[src/rtl/box_draw_control.sv]
// Control FSM and frame-rate pacing timer for the box-drawing datapath.
// Optional macro BOX_CTRL_MOVE_GATE_EN: skip erase/move when no left/right request is present.
module box_draw_control #(
  parameter int FRAME_CYCLES    = 833333,
  parameter int FRAMES_PER_MOVE = 15,
  parameter int FRAME_W         = 20
) (
  input  logic       clk,
  input  logic       reset,
  input  logic       go,
  input  logic       done,
  input  logic       timer,
  input  logic       update,
  input  logic       left,
  input  logic       right,
  output logic       cnA,
  output logic       cnB,
  output logic       cnC,
  output logic       cnD,
  output logic       enable,
  output logic       plot,
  output logic       frame_tick,
  output logic [2:0] state_dbg
);

  typedef enum logic [2:0] {
    IDLE  = 3'd0,
    DRAW  = 3'd1,
    ARM   = 3'd2,
    WAIT  = 3'd3,
    ERASE = 3'd4,
    MOVE  = 3'd5
  } state_t;

  localparam logic [FRAME_W-1:0] FRAME_LAST = FRAME_W'(FRAME_CYCLES - 1);
  localparam logic [7:0]         MOVE_LAST  = 8'(FRAMES_PER_MOVE - 1);

  state_t             state, state_next;
  logic [FRAME_W-1:0] frame_cnt;
  logic [7:0]         move_cnt, move_cnt_next;
  logic               plot_next;
  logic               count_tick;
  logic               expire;

  // Free-running frame timer, independent of the FSM.
  always_ff @(posedge clk or posedge reset) begin
    if (reset) begin
      frame_cnt <= '0;
    end else if (frame_cnt == FRAME_LAST) begin
      frame_cnt <= '0;
    end else begin
      frame_cnt <= frame_cnt + 1'b1;
    end
  end

  assign frame_tick = (frame_cnt == FRAME_LAST);
  assign count_tick = (state == WAIT) && frame_tick && timer;
  // The qualifying tick is the one that brings move_cnt up to FRAMES_PER_MOVE.
  assign expire     = count_tick && (move_cnt >= MOVE_LAST);
  assign plot_next  = ((state == DRAW) || (state == ERASE)) && !done;
  assign state_dbg  = state;

  always_ff @(posedge clk or posedge reset) begin
    if (reset) begin
      state    <= IDLE;
      move_cnt <= '0;
      plot     <= 1'b0;
    end else begin
      state    <= state_next;
      move_cnt <= move_cnt_next;
      plot     <= plot_next;
    end
  end

  always_comb begin
    state_next    = state;
    move_cnt_next = move_cnt;
    cnA           = 1'b0;
    cnB           = 1'b0;
    cnC           = 1'b0;
    cnD           = 1'b0;
    enable        = 1'b0;
    case (state)
      IDLE: begin
        if (go) state_next = DRAW;
      end
      DRAW: begin
        cnA = 1'b1;
        if (done) state_next = ARM;
      end
      ARM: begin
        cnB           = 1'b1;
        move_cnt_next = '0;
        state_next    = WAIT;
      end
      WAIT: begin
        if (count_tick) begin
          move_cnt_next = (move_cnt == 8'hFF) ? move_cnt : move_cnt + 8'd1;
        end
        if (expire) begin
          enable     = 1'b1;
          state_next = ERASE;
`ifdef BOX_CTRL_MOVE_GATE_EN
          // Stationary box: restart the wait without redrawing.
          if (!left && !right) begin
            state_next    = WAIT;
            move_cnt_next = '0;
          end
`endif
        end
      end
      ERASE: begin
        cnC = 1'b1;
        if (done) state_next = MOVE;
      end
      MOVE: begin
        cnD = 1'b1;
        if (update) state_next = DRAW;
      end
      default: state_next = IDLE;
    endcase
  end

`ifndef BOX_CTRL_MOVE_GATE_EN
  logic unused_dirs;
  assign unused_dirs = left ^ right;
`endif

endmodule
[config.mk]
export PLATFORM = sky130hd
export DESIGN_NAME = box_draw_control
export DESIGN_NICKNAME = d
export VERILOG_FILES = /design/src/rtl/box_draw_control.sv
export SDC_FILE = /design/constraint.sdc
export NUM_CORES = 1
export LEC_CHECK = 0
export BUFFER_PORTS_ARGS = -buffer_cell sky130_fd_sc_hd__buf_2
export CORE_ASPECT_RATIO = 0.6
export CORE_MARGIN = 4
export CORE_UTILIZATION = 53
export CTS_BUF_LIST = sky130_fd_sc_hd__clkbuf_4 sky130_fd_sc_hd__clkbuf_8
export CTS_CLUSTER_DIAMETER = 200
export CTS_CLUSTER_SIZE = 25
export DETAILED_ROUTE_END_ITERATION = 6
export PLACE_DENSITY = 0.73
export SLEW_MARGIN = 10
export SYNTH_ARGS = -nofsm -noshare
export SYNTH_HDL_FRONTEND = slang
export SYNTH_SLANG_ARGS = --single-unit
export TNS_END_PERCENT = 1
[constraint.sdc]
create_clock -name clk -period 3.1 [get_ports clk]
set_input_delay 0.155 -clock clk [delete_from_list [all_inputs] [get_ports clk]]
set_output_delay 0.155 -clock clk [all_outputs]
set_load 0.005 [all_outputs]
==> results of run 1 <==
-- critical path, cell delays in order (launching register included) --
cell and delay, ns:
dfrtp_1 0.42, inv_1 0.08, ha_1 0.17, and3b_1 0.24, nand4_2 0.17, nor2_2 0.56, buf_2 0.23
-- cells by family after synthesis --
family / share of synthesized area [%]
mux: 4.70
flops: 43.0
buf+inv: 3.83
fa+ha+maj: 2.69
compound gates: 5.85
xor+xnor: 7.53
simple gates: 32.4
-- where the power goes --
| part | internal (mW) | leakage, nW | switching, mW |
|---|---|---|---|
| sequential | 0.418 | 0.422 | 0.00000000000000421 |
| clock | 0.198 | 0.0523 | 0.152 |
| combinational | 0.00570 | 0.450 | 0.0116 |
-- sequential cells by signal, summed over array words and instances, names as in the netlist --
signal and count:
move_cnt 8, plot 1, frame_cnt 20, state_dbg 3
-- layer usage --
metal  global-route usage, %  up-vias  part of all wire (%)
met1                    28.5      706                    51
met5                       0        -                     0
met3                    5.20        9                   6.3
li1                        -      724                     -
met4                    11.1        0                   2.4
met2                    29.2       55                    41
-- cell usage in the layout, fill, tap and decap left out, drive strengths merged, types with 3 or more instances in the layout --
cell type  instances
and3               7
buf               17
clkbuf             8
dfrtp             32
ha                 4
inv               10
mux2               6
nand2              4
nand3             14
nand4             10
nor2              24
nor2b              7
nor3              12
nor4               4
nor4b              4
o21ai              3
xnor2             13
xor2               3
-- path summary, 6_finish.rpt --
| kind | startpoint | endpoint | slack [ns] | cells past startpoint |
|---|---|---|---|---|
| min in group asynchronous | reset | frame_cnt[17] | 0.48 | 4 |
| max in group asynchronous | reset | move_cnt[4] | 2.32 | 4 |
| max reg2reg | frame_cnt[0] | state_dbg[1] | 1.09 | 6 |
| min | done | plot | 0.06 | 2 |
| max | frame_cnt[0] | frame_tick | 0.78 | 6 |
| min reg2reg | frame_cnt[19] | frame_cnt[19] | 0.52 | 1 |
-- cell usage after synthesis, drive strengths merged, types with 5 or more instances --
| library cell | count |
|---|---|
| dfrtp | 32 |
| nor2 | 24 |
| nand3 | 14 |
| xnor2 | 13 |
| nor3 | 12 |
| inv | 10 |
| nand4 | 10 |
| and3 | 7 |
| nor2b | 7 |
| mux2 | 6 |
| buf | 5 |
-- per-stage QoR --
| step | cell area, um2 | worst slack (ns) | utilization (%) | std cells |
|---|---|---|---|---|
| 6_report | 2080 | 0.780 | 62.7 | 255 |
| 3_3_place_gp | 1970 | 1.17 | 59.4 | 246 |
| 4_1_cts | 2080 | 0.765 | 62.7 | 255 |
| 3_5_place_dp | 1970 | 1.11 | 59.4 | 246 |
| 5_1_grt | 2080 | 0.622 | 62.7 | 255 |
| 2_1_floorplan | 1860 | 1.44 | - | 190 |
-- layout make-up --
| class | count | area (um2) |
|---|---|---|
| Timing Repair Buffer | 18 | 100 |
| Multi-Input combinational cell | 142 | 990 |
| Tap cell | 45 | 56.3 |
| Sequential cell | 32 | 801 |
| Inverter | 10 | 37.5 |
| Fill cell | 284 | 1240 |
| Clock buffer | 8 | 97.6 |
==> impl_metrics.json, run 1 <==
{
  "finalWirelength_mm": 4.16,
  "clock_sinks": 32,
  "grt_pass1_wl_mm": 6.96,
  "cap_violations": 0,
  "cts-root-buf": "clkbuf_8",
  "routabilityCongestion": 0.884,
  "start_util_pct": 56.0,
  "drive_gt1_share_pct": 20.0,
  "postRouteAntennaNets": 0,
  "drt_iter0_drc": 114,
  "holdCritPathClass": "input port to flip-flop",
  "ctsHtreeMaxLevel": 2,
  "worst_slew_pin_slew_ns": 0.675,
  "drt_first_pass_iters": 5,
  "setup_viol": 0,
  "io_pins": 18,
  "rsz0062_at_grt": "false",
  "period_share_pct": 74.8,
  "fp.dieW_um": 84.5,
  "p_leak_nw": 0.924,
  "async_flop_share_pct": 100,
  "cp_max_fo": 15,
  "coreArea_mm2": 0.00332,
  "grt_overflow": 0,
  "syn_area_per_cell_um2": 9.80,
  "grt_usage_pct": 20.4,
  "ys.flop_type": "dfrtp_1",
  "grt_pass1_vias": 1402,
  "io_buffers": 15,
  "cts_tree": "yes",
  "syn2layout_area_growth_pct": 11.8,
  "whs_ns": 0.0596,
  "via_per_inst": 5.86,
  "synth_nets": 202,
  "ys_ff_latch": 32,
  "finClkSkew_ns": 0.00808,
  "crit_arrival_ns": 2.16,
  "hpwlAfterDp_mm": 3.03,
  "clock_path_buffers": 2,
  "clk_pin_slew_ns": 0.07,
  "fin_crit_ns": 2.32,
  "antenna_found_initial": 0,
  "vias": 1494,
  "grt_max_degree": 33,
  "dieHeight_um": 53.9,
  "numCtsBuffers": 5,
  "critPathCaptureType": "primary output",
  "max_freq_mhz": 431,
  "slew_violations": 0,
  "synth-edff-count": 0,
  "cts_resized": 0,
  "clock_latency_ns": 0.29,
  "holdBufCountCts": 1,
  "num_rows": 16,
  "synth_seq_area_share_pct": 43.0,
  "required_ns": 2.94,
  "path_class": "flip-flop to primary output",
  "outcome": "complete, no violations",
  "netlist_top_cells_area": "dfrtp_1 (43%), xnor2_1 (6.1%), nor2_1 (4.6%), nand3_1 (3.8%), mux2_2 (3.6%)",
  "max_slew_margin_pct": 54.9,
  "dieArea_mm2": 0.00456,
  "hold_viol": 0,
  "powerDensity_mw_per_mm2": 377,
  "syn-cell-area_mm2": 0.00186,
  "cp-start-kind": "flip-flop",
  "nNetsFinal": 221,
  "yosysTopAreaCellShare_pct": 43.0,
  "ir_worst_vdd_uv": 226,
  "yosys_warnings": 0,
  "postSynthCellCount": 190,
  "synth.distinct_cells": 47,
  "wl_per_cell_um": 16.3,
  "postCtsSetupBuffers": 0,
  "netlist.top_cell.by_area": "dfrtp_1",
  "drc": 0,
  "antenna_cells": 0,
  "fin_tns_setup_ns": 0,
  "fin_total_pwr_mw": 0.786
}
Power figures use the tool's default switching activity.
==> run 2, diff against run 1 <==
- clock period: 3.1 -> 2.2 ns (I/O delays scaled with it)
==> impl_metrics.json, run 2 (same netlist as run 1, synthesis figures left out) <==
{
  "largest_reg_flops": 20,
  "postCtsSetupBuffers": 0,
  "cts_tree": "yes",
  "crit_arrival_ns": 2.14,
  "whs_ns": 0.0370,
  "grt_overflow": 0,
  "outcome": "complete, no violations",
  "hold-path-cell-count": 2,
  "via_per_inst": 5.79,
  "setup_viol": 0,
  "finalInstanceArea_mm2": 0.00212,
  "io_buffers": 15,
  "final_common_cell": "dfrtp_1",
  "rrSetupSlack_ns": 0.19,
  "clock_sinks": 32,
  "slew_violations": 0,
  "nNetsFinal": 226,
  "hpwlAfterDp_mm": 2.88,
  "drc": 0,
  "ir_worst_vdd_uv": 414,
  "path_class": "flip-flop to flip-flop",
  "fin_ws_ns": 0.191,
  "worst_slew_pin_slew_ns": 0.461,
  "coreArea_mm2": 0.00332,
  "r2r_cells": 6,
  "drive_gt1_share_pct": 21.9,
  "powerDensity_mw_per_mm2": 517,
  "syn2layout_area_growth_pct": 13.8,
  "fin_crit_ns": 2.01,
  "antenna_cells": 0,
  "start_util_pct": 56.0,
  "required_ns": 2.33,
  "drt_iter0_drc": 98,
  "grt_usage_pct": 19.1,
  "rr_endpoint": "state_dbg[1]",
  "rsz0062_at_grt": "false",
  "r2r-start": "frame_cnt[0]",
  "io_pins": 18,
  "antenna_found_initial": 0,
  "final_cell_mix": "dfrtp_1 (32), nor2_1 (23), buf_2 (15)",
  "max_slew_margin_pct": 68.8,
  "p_leak_nw": 0.949,
  "cp-start-kind": "flip-flop",
  "dieArea_mm2": 0.00456,
  "grt_pass1_wl_mm": 6.73,
  "fp.dieW_um": 84.5,
  "dieHeight_um": 53.9,
  "postRouteAntennaNets": 0,
  "wl_per_cell_um": 15.2,
  "routabilityCongestion": 0.895,
  "cap_violations": 0,
  "period_share_pct": 91.3,
  "dp_slack_ns": 0.248,
  "multi_input_area_um2": 990,
  "finClkSkew_ns": 0.00722,
  "num-fill-cells": 295,
  "fin_total_pwr_mw": 1.10,
  "critPathCaptureType": "flip-flop",
  "clock_latency_ns": 0.28,
  "vias": 1505,
  "grt_max_degree": 33,
  "fin_tns_setup_ns": 0,
  "regMostFlops": "frame_cnt",
  "cts-root-buf": "clkbuf_8",
  "detailed_place.area_mm2": 0.00201,
  "grt_pass1_vias": 1370,
  "finalWirelength_mm": 3.96,
  "num_rows": 16,
  "seq_area_um2": 801,
  "drt_first_pass_iters": 4,
  "max_freq_mhz": 498,
  "numCtsBuffers": 5,
  "holdCritPathClass": "input port to flip-flop",
  "ctsHtreeMaxLevel": 2,
  "cp_max_fo": 5,
  "endpoint": "state_dbg[1]",
  "hold_viol": 0,
  "startpoint": "frame_cnt[0]",
  "clk_pin_slew_ns": 0.06,
  "clock_path_buffers": 2
}
[run 2: changes by cell type in the layout (fill, tap and decap cells not counted)]
cell   before  now
buf_4       2    7
[run 2: layout make-up]
class,instances,area share [%]
Clock buffer,8,4.60
Sequential cell,32,37.8
Inverter,10,1.77
Tap cell,45,2.66
Multi-Input combinational cell,142,46.7
Timing Repair Buffer,23,6.49
[run 2: how the worst min path moves through the flow]
stage,startpoint,end,slack (ns)
2_1_floorplan,done,plot,0.18
3_3_place_gp,reset,plot,0.21
3_5_place_dp,reset,frame_cnt[16],0.21
4_1_cts,done,plot,0.03
5_1_grt,done,plot,0.04
6_report,done,plot,0.04
[run 2: critical path, stage by stage (launching register included)]
cell and delay, ns:
dfrtp_1 0.42, inv_1 0.07, ha_1 0.17, nor4bb_1 0.23, nand4_1 0.31, nor4b_1 0.50
a311oi_1 0.16
[run 2: where the power goes]
part	internal (mW)	total, mW	switching [mW]
clock network	0.280	0.482	0.203
registers	0.588	0.588	0.00000000000000112
logic	0.00803	0.0246	0.0165
total	0.876	1.10	0.219
[run 2: per-layer routing]
metal / up-vias / track usage (%) / part of all wire, %
li1: 735 / - / -
met1: 724 / 29.0 / 52
met2: 42 / 25.7 / 41
met3: 4 / 5.81 / 6.6
met4: 0 / 5.53 / 0.76
met5: - / 0 / 0
[run 2: repair_timing]
action | 4_1_cts | 5_1_grt
hold endpoints to repair | 32 | 0
endpoints found under the setup margin | 0 | 0
gates resized for setup | 0 | 0
hold buffers | 1 | 0
[run 2: per-stage QoR]
| step | cells | utilization (%) |
|---|---|---|
| 2_1_floorplan | 190 | - |
| 3_3_place_gp | 251 | 60.5 |
| 3_5_place_dp | 251 | 60.5 |
| 4_1_cts | 260 | 63.8 |
| 5_1_grt | 260 | 63.8 |
| 6_report | 260 | 63.8 |
